$ cat config.mk
export PLATFORM = sky130hd
export DESIGN_NAME = add_seq_arb
export DESIGN_NICKNAME = d
export VERILOG_FILES = /design/src/rtl/add_seq_arb_pkg.sv /design/src/rtl/add_cla4.sv /design/src/rtl/add_seq_arb.sv
export SDC_FILE = /design/constraint.sdc
export NUM_CORES = 1
export LEC_CHECK = 0
export ABC_AREA = 1
export CORE_MARGIN = 1
export CORE_UTILIZATION = 30
export CTS_CLUSTER_DIAMETER = 50
export CTS_CLUSTER_SIZE = 40
export DETAILED_ROUTE_END_ITERATION = 10
export GPL_TIMING_DRIVEN = 0
export HOLD_SLACK_MARGIN = 0.05
export PLACE_DENSITY = 0.53
export SLEW_MARGIN = 10
export SYNTH_ARGS = -nofsm -noshare
export SYNTH_HDL_FRONTEND = slang
export SYNTH_HIERARCHICAL = 1
export SYNTH_SLANG_ARGS = --single-unit
$ cat constraint.sdc
create_clock -name clk -period 2 [get_ports clk]
set_input_delay 0.4 -clock clk [delete_from_list [all_inputs] [get_ports clk]]
set_output_delay 0.4 -clock clk [all_outputs]
set_load 0.03 [all_outputs]
$ cat src/rtl/add_seq_arb_pkg.sv
// Shared types and constants for the nibble-serial arbitrated adder.
package add_seq_arb_pkg;

  localparam int unsigned NIB_W = 4;

  typedef enum logic [1:0] {
    ST_IDLE = 2'd0,
    ST_RUN  = 2'd1,
    ST_DONE = 2'd2
  } state_t;

endpackage

$ cat src/rtl/add_cla4.sv
// 4-bit carry-lookahead adder slice, purely combinational.
module add_cla4
  import add_seq_arb_pkg::*;
(
  input  logic [NIB_W-1:0] a,
  input  logic [NIB_W-1:0] b,
  input  logic             cin,
  output logic [NIB_W-1:0] s,
  output logic             cout
);

  logic [NIB_W-1:0] p;
  logic [NIB_W-1:0] g;
  logic [NIB_W:0]   c;

  // Propagate/generate terms and fully expanded lookahead carries.
  always_comb begin
    p    = a ^ b;
    g    = a & b;
    c[0] = cin;
    c[1] = g[0] | (p[0] & cin);
    c[2] = g[1] | (p[1] & g[0]) | (p[1] & p[0] & cin);
    c[3] = g[2] | (p[2] & g[1]) | (p[2] & p[1] & g[0]) | (p[2] & p[1] & p[0] & cin);
    c[4] = g[3] | (p[3] & g[2]) | (p[3] & p[2] & g[1]) | (p[3] & p[2] & p[1] & g[0])
         | (p[3] & p[2] & p[1] & p[0] & cin);
    s    = p ^ c[NIB_W-1:0];
    cout = c[NIB_W];
  end

endmodule

$ cat src/rtl/add_seq_arb.sv
// Two-requester round-robin front end sharing one 4-bit CLA slice for
// WIDTH-bit additions, one nibble per cycle, LSB first.
// Optional feature: define ADD_SUB_EN to add req_sub[1:0] (A-B via inverted B, carry-in 1).
module add_seq_arb
  import add_seq_arb_pkg::*;
#(
  parameter int unsigned WIDTH = 16
) (
  input  logic               clk,
  input  logic               r,
  input  logic [1:0]         req_valid,
  output logic [1:0]         req_ready,
  input  logic [2*WIDTH-1:0] req_a,
  input  logic [2*WIDTH-1:0] req_b,
`ifdef ADD_SUB_EN
  input  logic [1:0]         req_sub,
`endif
  output logic               res_valid,
  input  logic               res_ready,
  output logic [WIDTH-1:0]   res_sum,
  output logic               res_cout,
  output logic               res_id,
  output logic               busy
);

  localparam int unsigned NIB   = WIDTH / NIB_W;
  localparam int unsigned IDX_W = (NIB > 1) ? $clog2(NIB) : 1;

  state_t             state;
  state_t             state_nxt;
  logic               prio;
  logic               id_q;
  logic               carry;
  logic [IDX_W-1:0]   idx;
  logic [WIDTH-1:0]   a_sh;
  logic [WIDTH-1:0]   b_sh;
  logic [WIDTH-1:0]   sum_sh;

  logic               grant_c;
  logic               accept_c;
  logic               last_c;
  logic               hs_c;
  logic               sub_sel_c;
  logic [WIDTH-1:0]   a_sel_c;
  logic [WIDTH-1:0]   b_sel_c;
  logic [NIB_W-1:0]   nib_s;
  logic               nib_cout;
  logic [WIDTH+NIB_W-1:0] sum_cat_c;
  logic [WIDTH-1:0]   sum_nxt_c;

  add_cla4 u_cla (
    .a    (a_sh[NIB_W-1:0]),
    .b    (b_sh[NIB_W-1:0]),
    .cin  (carry),
    .s    (nib_s),
    .cout (nib_cout)
  );

  // Winner's operands; subtraction folds into B inversion at capture time.
  always_comb begin
    grant_c = (req_valid == 2'b11) ? prio : req_valid[1];
    a_sel_c = grant_c ? req_a[WIDTH +: WIDTH] : req_a[0 +: WIDTH];
    b_sel_c = grant_c ? req_b[WIDTH +: WIDTH] : req_b[0 +: WIDTH];
`ifdef ADD_SUB_EN
    sub_sel_c = req_sub[grant_c];
`else
    sub_sel_c = 1'b0;
`endif
    sum_cat_c = {nib_s, sum_sh};
    sum_nxt_c = sum_cat_c[WIDTH+NIB_W-1:NIB_W];
  end

  // State register.
  always_ff @(posedge clk) begin
    if (r) state <= ST_IDLE;
    else   state <= state_nxt;
  end

  // Next state, arbiter grant and per-cycle control strobes.
  always_comb begin
    state_nxt = state;
    req_ready = 2'b00;
    accept_c  = 1'b0;
    last_c    = 1'b0;
    hs_c      = 1'b0;
    unique case (state)
      ST_IDLE: begin
        if (|req_valid) begin
          accept_c  = 1'b1;
          req_ready = grant_c ? 2'b10 : 2'b01;
          state_nxt = ST_RUN;
        end
      end
      ST_RUN: begin
        if (idx == IDX_W'(NIB - 1)) begin
          last_c    = 1'b1;
          state_nxt = ST_DONE;
        end
      end
      ST_DONE: begin
        if (res_valid && res_ready) begin
          hs_c      = 1'b1;
          state_nxt = ST_IDLE;
        end
      end
      default: state_nxt = ST_IDLE;
    endcase
    if (r) begin
      state_nxt = ST_IDLE;
      req_ready = 2'b00;
      accept_c  = 1'b0;
      last_c    = 1'b0;
      hs_c      = 1'b0;
    end
  end

  // Datapath: capture, nibble-serial add, and result publication.
  // The partial sum builds in sum_sh so res_sum keeps the previous result until completion.
  always_ff @(posedge clk) begin
    if (r) begin
      prio      <= 1'b0;
      id_q      <= 1'b0;
      carry     <= 1'b0;
      idx       <= '0;
      a_sh      <= '0;
      b_sh      <= '0;
      sum_sh    <= '0;
      res_valid <= 1'b0;
      res_sum   <= '0;
      res_cout  <= 1'b0;
      res_id    <= 1'b0;
    end else begin
      if (accept_c) begin
        a_sh  <= a_sel_c;
        b_sh  <= sub_sel_c ? ~b_sel_c : b_sel_c;
        carry <= sub_sel_c;
        idx   <= '0;
        id_q  <= grant_c;
        prio  <= ~grant_c;
      end
      if (state == ST_RUN) begin
        a_sh   <= a_sh >> NIB_W;
        b_sh   <= b_sh >> NIB_W;
        carry  <= nib_cout;
        idx    <= idx + IDX_W'(1);
        sum_sh <= sum_nxt_c;
        if (last_c) begin
          res_sum   <= sum_nxt_c;
          res_cout  <= nib_cout;
          res_id    <= id_q;
          res_valid <= 1'b1;
        end
      end
      if (hs_c) res_valid <= 1'b0;
    end
  end

  assign busy = (state != ST_IDLE);

endmodule
==> reports/qor.csv, run 1 <==
stage,metric,value,unit
synth,mux contribution to synthesized area,0,
die,Core Area,11400,um^2
clocking,CTS Root Buffer Type,clkbuf_16,
grt,initial antenna violation count,0,
clocking,worst skew pair latency,0.34,ns
layout,layout cell share with drive strength beyond 1,0.0919,
detailed_routing,DRT Wirelength,9.61,mm
detailed_routing,iteration-0 DRC count of the detailed router,130,
synth,Post-synth EDFFs,0,
synth,Synth async-reset ratio,0,
worst_setup_path,r2r startpoint,a_sh[2],
layout,Final Net Count,723,
synth,Synth Area in Compound Gates,0.0952,
run_status,status,"finished, final reports clean",
timing,Setup Viol. Count Final,0,
grt,All-Layer GR Usage,0.171,
die,die height,110,um
detailed_routing,Via density,4.54,
synth,post-synthesis cell type count,23,
clocking,Clock Tree Buf Depth,2,
grt,vias in the first global route,3356,
worst_setup_path,"CP delay by family, top",buffers and inverters,
grt,grt total ovfl,0,
worst_setup_path,CP Max Fanout,3,
detailed_routing,detailed-route DRC error count,0,
timing,crit path time final,1.78,ns
detailed_routing,drt pass-1 iters,4,
place,Placed Cells,776,
timing,slew margin rel.,0.690,
place,area of placed instances,4560,um^2
layout,Fill cells,1225,
worst_setup_path,CP endpoint kind,primary output,
min_path,hold path endpoint,state[0],
power_and_ir_drop,Power Density,761,nW/um^2
power_and_ir_drop,total power,0.00373,W
layout,Multi-input gate area,1730,um^2
worst_setup_path,CP Cell Sequence,clkdlybuf4s50_1,
clocking,H-Tree Level Count,3,
grt,first-pass GRT wire length,15.7,mm
die,Initial Util,0.308,
grt,maximum number of pins on one net before global-route repair,16,
worst_setup_path,CP peak stage delay,0.68,ns
detailed_routing,Antenna Violating Nets Remaining,0,
flow_run,max_cap viols,0,
synth,Synth Net Count,620,
timing,fmax,562,MHz
layout,final non-filler cell total,796,
place,routability cong.,0.796,
worst_setup_path,kind of critical path,register to primary output,
die,die width,110,um
synth,adder-cell share of the synthesized area,0.0236,
min_path,hold_sp,r,
worst_setup_path,Setup crit start kind,register,
die,Die Area,12100,um^2
clocking,Clock Sinks,70,
min_path,Hold Path Cell Cnt,2,
timing,setup_tns,0,ns
worst_setup_path,RR Endpoint,sum_sh[15],
power_and_ir_drop,LEAKAGE,2.32,nW
synth,most frequent cells after synthesis,"nand2_1 (160), nor2_1 (98), dfxtp_1 (70)",
synth,"area leader, netlist",dfxtp_1,
synth,Syn Area/Cell,6.42,um^2
synth,dominant synthesized flop cell,dfxtp_1,
die,Row Count,39,
detailed_routing,total number of vias,3616,
worst_setup_path,critical path arrival,1.38,ns
layout,Reg area,1400,um^2
synth,Synth Area in XOR/XNOR,0.00250,
worst_setup_path,Bufs and invs on worst path,1,
worst_setup_path,Reg2Reg Setup Slack,0.46,ns
place,port bufs,88,
worst_setup_path,Worst path slowest cell,clkdlybuf4s50_1,
clocking,"Clk pin slew, worst setup/hold paths",0.06,ns
place,Post-DP HPWL,7.36,mm
layout,diode count,0,
synth,yosys warns,6,
worst_setup_path,Crit path required time,1.60,ns
layout,Layout area overhead,40.0,%
clocking,CTS tree,yes,
timing,RSZ-0062 raised after global routing,false,
synth,mapped cell area,3500,um^2
worst_setup_path,worst r2r path cells,8,
power_and_ir_drop,Max IR drop VDD,0.459,mV
detailed_routing,post-DR wirelength/cell,12.1,um
synth,post-synthesis simple-gate area fraction,0.368,
synth,"FF+latch count, synth",70,
timing,worst-margin pin slew,0.465,ns
timing,Final Skew,0.00826,ns
synth,largest family of logic cells by synthesized area,simple AND/OR/NAND/NOR gates,
layout,Post-Layout Inst Area,4900,um^2
timing,final worst path period share,0.890,
die,Ports,91,
synth,"count leader, synth",nand2_1,
clocking,total CTS buffers,9,
synth,share of the synthesized area in the top cell type,0.401,
clocking,Post-CTS Hold Fix Bufs,0,
timing,Final Slew Violations,0,
synth,Mapped Cells,545,
timing,final hold violations,0,
synth,sequential-to-total area share from yosys stat,0.401,
synth,ranking of synthesized cells by area,"dfxtp_1 (40%), nand2_1 (17%), nor2_1 (11%), nand3_1 (6.3%), inv_1 (6.0%)",
min_path,Hold Crit Class,input pin to register,
[stage by stage]
stage | setup WS, ns | utilization | hold WS (ns)
2_1_floorplan | 0.313 | - | 0.429
3_3_place_gp | -0.768 | 0.401 | 0.444
3_5_place_dp | -0.822 | 0.401 | 0.456
4_1_cts | 0.00487 | 0.429 | 0.428
5_1_grt | 0.143 | 0.431 | 0.443
6_report | 0.221 | 0.431 | 0.427
[metal layers]
layer,vias up,routed length [um],GRT usage,share of wire
li1,1892,-,-,-
met1,1633,4460,0.221,0.46
met2,78,4700,0.282,0.49
met3,13,302,0.0344,0.031
met4,0,150,0.0552,0.016
met5,-,0,0,0
[worst reg2reg max path, stage by stage (launching register included)]
cell	delay [ns]
dfxtp_1	0.33
ha_1	0.36
or2_0	0.22
nand2_1	0.08
nand2_1	0.05
nand2_1	0.05
nand2_1	0.07
o21ai_0	0.19
a21oi_1	0.07
[cell families (layout without fill, tap and decap cells)]
family                     Yosys count  count (layout)
DFF                                 70              70
AOI/OAI and AO/OA                   66              66
and+or+nand+nor                    313             313
buffers and inverters               89             197
adders and majority gates            6               6
xor gates and xnor gates             1               1
[flip-flops by register name, summed over array words and instances, names as in the netlist]
| register | count |
|---|---|
| a_sh | 16 |
| sum_sh | 12 |
| prio | 1 |
| res_id | 1 |
| res_sum | 16 |
| res_cout | 1 |
| state | 2 |
| id_q | 1 |
| carry | 1 |
| res_valid | 1 |
| idx | 2 |
| b_sh | 16 |
[timing repair]
action,CTS,global route
resized for setup,19,1
buffers inserted,1,3
pin swaps,2,1
cloned,0,0
endpoints found under the setup margin,3,2
[layout by cell type (no fill, tap or decap), types with 13 or more instances in the layout]
cell	count
nand3_1	44
inv_1	56
buf_4	13
buf_2	16
o21ai_0	27
a21oi_1	36
clkdlybuf4s50_1	84
nor2_1	97
dfxtp_1	70
nand2_1	159
[power by group]
part / leakage [nW] / internal [W] / switching (W)
clock network: 0.136 / 0.000867 / 0.000678
registers: 0.571 / 0.00148 / 0.0000453
logic: 1.61 / 0.000292 / 0.000368
[layout make-up]
type,instances,area share
inverters,60,0.0460
flip-flops and latches,70,0.286
clock buffers,9,0.0460
multi-input cells,386,0.354
repair buffers,92,0.185
well taps,143,0.0365
plain buffers,29,0.0332
clock inverters,7,0.0130
[worst max path at each step]
stage	start	to	depth (start not counted)
after floorplan	r	req_ready[0]	4
after global placement	req_valid[0]	req_ready[0]	6
after detailed placement	req_valid[0]	req_ready[0]	6
after CTS	req_valid[0]	req_ready[1]	6
after global routing	res_valid	res_valid	1
final	res_valid	res_valid	1
(Power assumes the default switching activity.)
==> inputs of run 2 (changes only) <==
--- a/config.mk
+++ b/config.mk
@@ -13,7 +13,6 @@
 export DETAILED_ROUTE_END_ITERATION = 10
 export GPL_TIMING_DRIVEN = 0
 export HOLD_SLACK_MARGIN = 0.05
-export PLACE_DENSITY = 0.53
 export SLEW_MARGIN = 10
 export SYNTH_ARGS = -nofsm -noshare
 export SYNTH_HDL_FRONTEND = slang
==> constraint.sdc (replaced) <==
create_clock -name clk -period 1.6 [get_ports clk]
set_input_delay 0.32 -clock clk [delete_from_list [all_inputs] [get_ports clk]]
set_output_delay 0.32 -clock clk [all_outputs]
set_load 0.03 [all_outputs]
==> run 2 against run 1 <==
  * Combinational power up 26%
  * Global-route usage decreased by 0.98 points
  * Cell count down 0.13%
  * Die area did not move
  * Count of clock-buffer cells in the layout is 2 higher
  * Hold slack worse by 0.10 ns
  * Register-to-register slack got worse by 0.32 ns
  * Clock power is 40% higher
==> reports/qor.csv, run 2 (same netlist as run 1, synthesis figures left out) <==
stage,metric,value,unit
die,Die Area,12100,um^2
grt,first-pass GRT wire length,15.0,mm
clocking,total CTS buffers,9,
grt,initial antenna violation count,0,
timing,crit path time final,1.57,ns
detailed_routing,post-DR wirelength/cell,11.7,um
worst_setup_path,CP endpoint kind,primary output,
layout,Final Net Count,722,
layout,Top Registers,"a_sh: 16 flops, b_sh: 16 flops, res_sum: 16 flops",
worst_setup_path,kind of critical path,register to primary output,
worst_setup_path,Reg2Reg Setup Slack,0.14,ns
clocking,Clock Tree Buf Depth,2,
clocking,H-Tree Level Count,3,
power_and_ir_drop,Power Density,995,nW/um^2
power_and_ir_drop,LEAKAGE,2.42,nW
place,port bufs,88,
grt,grt total ovfl,0,
worst_setup_path,Worst path slowest cell,dfxtp_2,
detailed_routing,iteration-0 DRC count of the detailed router,161,
die,Initial Util,0.308,
detailed_routing,Antenna Violating Nets Remaining,0,
clocking,Clock Sinks,70,
grt,All-Layer GR Usage,0.161,
layout,Layout area overhead,41.0,%
worst_setup_path,CP Cell Sequence,inv_1 -> nand2_2 -> nand2_4 -> buf_6 -> nor2_2 -> buf_6,
timing,Setup Viol. Count Final,0,
layout,layout cell share with drive strength beyond 1,0.0982,
worst_setup_path,CP Max Fanout,10,
worst_setup_path,r2r startpoint,a_sh[0],
worst_setup_path,"CP delay by family, top",flip-flops,
worst_setup_path,critical path arrival,1.25,ns
timing,Final Skew,0.00611,ns
worst_setup_path,Crit. Startpoint,prio,
grt,vias in the first global route,3253,
die,die height,110,um
timing,slew margin rel.,0.695,
clocking,CTS tree,yes,
power_and_ir_drop,total power,0.00491,W
layout,Fill cells,1177,
timing,fmax,636,MHz
clocking,worst skew pair latency,0.33,ns
layout,"commonest non-fill, non-tap cell in the layout",nand2_1,
detailed_routing,detailed-route DRC error count,0,
grt,maximum number of pins on one net before global-route repair,13,
timing,Hold WS,0.327,ns
worst_setup_path,Bufs and invs on worst path,3,
layout,diode count,0,
die,die width,110,um
worst_setup_path,Crit path required time,1.28,ns
worst_setup_path,CP peak stage delay,0.33,ns
clocking,CTS Root Buffer Type,clkbuf_16,
die,Core Area,11400,um^2
timing,final hold violations,0,
layout,Finished Core Util,0.434,
power_and_ir_drop,Max IR drop VDD,0.540,mV
layout,most frequent cells in the layout,"nand2_1 (158), nor2_1 (96), dfxtp_1 (68)",
die,Row Count,39,
timing,Final Slew Violations,0,
detailed_routing,total number of vias,3559,
detailed_routing,DRT Wirelength,9.29,mm
min_path,Hold Crit Class,input pin to register,
clocking,Post-CTS Hold Fix Bufs,0,
flow_run,max_cap viols,0,
clocking,"Clk pin slew, worst setup/hold paths",0.05,ns
detailed_routing,drt pass-1 iters,4,
timing,final worst path period share,0.983,
die,Ports,91,
run_status,status,"finished, final reports clean",
worst_setup_path,Setup crit start kind,register,
timing,RSZ-0062 raised after global routing,true,
layout,Multi-input gate area,1750,um^2
min_path,hold_sp,r,
worst_setup_path,Most common cell on crit path,buf_6,
layout,Reg area,1400,um^2
timing,worst-margin pin slew,0.457,ns
place,Post-DP HPWL,7.12,mm
detailed_routing,Via density,4.48,
place,routability cong.,0.818,
-- run 2: cell types whose count changed in the layout (fill, tap and decap cells not counted), sizes merged --
cell	change
clkbuf	+2
dlygate4sd2	+19
clkdlybuf4s50	-19
clkinvlp	-1
bufinv	+2
inv	-3
dlymetal6s2s	-1
-- run 2: routing by layer --
metal  track usage  up-vias  wire length (um)
li1              -     1889                 -
met1         0.201     1584              4290
met2         0.277       77              4480
met3        0.0368        9               424
met4        0.0400        0                89
met5             0        -                 0
-- run 2: cell type report --
| class | instances | share of cell area |
|---|---|---|
| multi-input cells | 386 | 0.355 |
| repair buffers | 91 | 0.178 |
| clock inverters | 5 | 0.0165 |
| well taps | 143 | 0.0363 |
| inverters | 60 | 0.0462 |
| flip-flops and latches | 70 | 0.285 |
| plain buffers | 29 | 0.0345 |
| clock buffers | 11 | 0.0492 |
-- run 2: timing repair --
| action | 4_1_cts | 5_1_grt |
|---|---|---|
| endpoints found under the setup margin | 25 | 5 |
| pin swaps | 3 | 1 |
| gates resized for setup | 45 | 8 |
| setup buffers | 3 | 0 |
-- run 2: final timing paths --
kind	to	depth (start not counted)
worst max-delay path	req_ready[1]	6
worst min-delay path	state[0]	2
worst max register to register	sum_sh[13]	5
worst min register to register	res_sum[2]	2
-- run 2: worst register-to-register path: stages (launching register included) --
cell	delay (ns)
dfxtp_1	0.38
inv_1	0.08
fa_1	0.43
xnor2_1	0.25
o21ai_0	0.14
a21oi_1	0.12
-- run 2: where the power goes --
part	total, W	internal (W)	switching, W
Sequential	0.00191	0.00185	0.0000601
Clock	0.00217	0.00141	0.000760
Combinational	0.000831	0.000370	0.000461
Total	0.00491	0.00363	0.00128
-- run 2: per-stage QoR --
step | TNS [ns] | setup WS, ns | cell area (um^2) | std cells
floorplan | 0 | 0.0726 | 3500 | 545
global placement | -10.89 | -0.981 | 4560 | 776
detailed placement | -11.34 | -0.977 | 4560 | 776
CTS | 0 | 0.00197 | 4910 | 795
global route | -0.0684 | -0.0423 | 4930 | 795
finish | 0 | 0.0275 | 4930 | 795
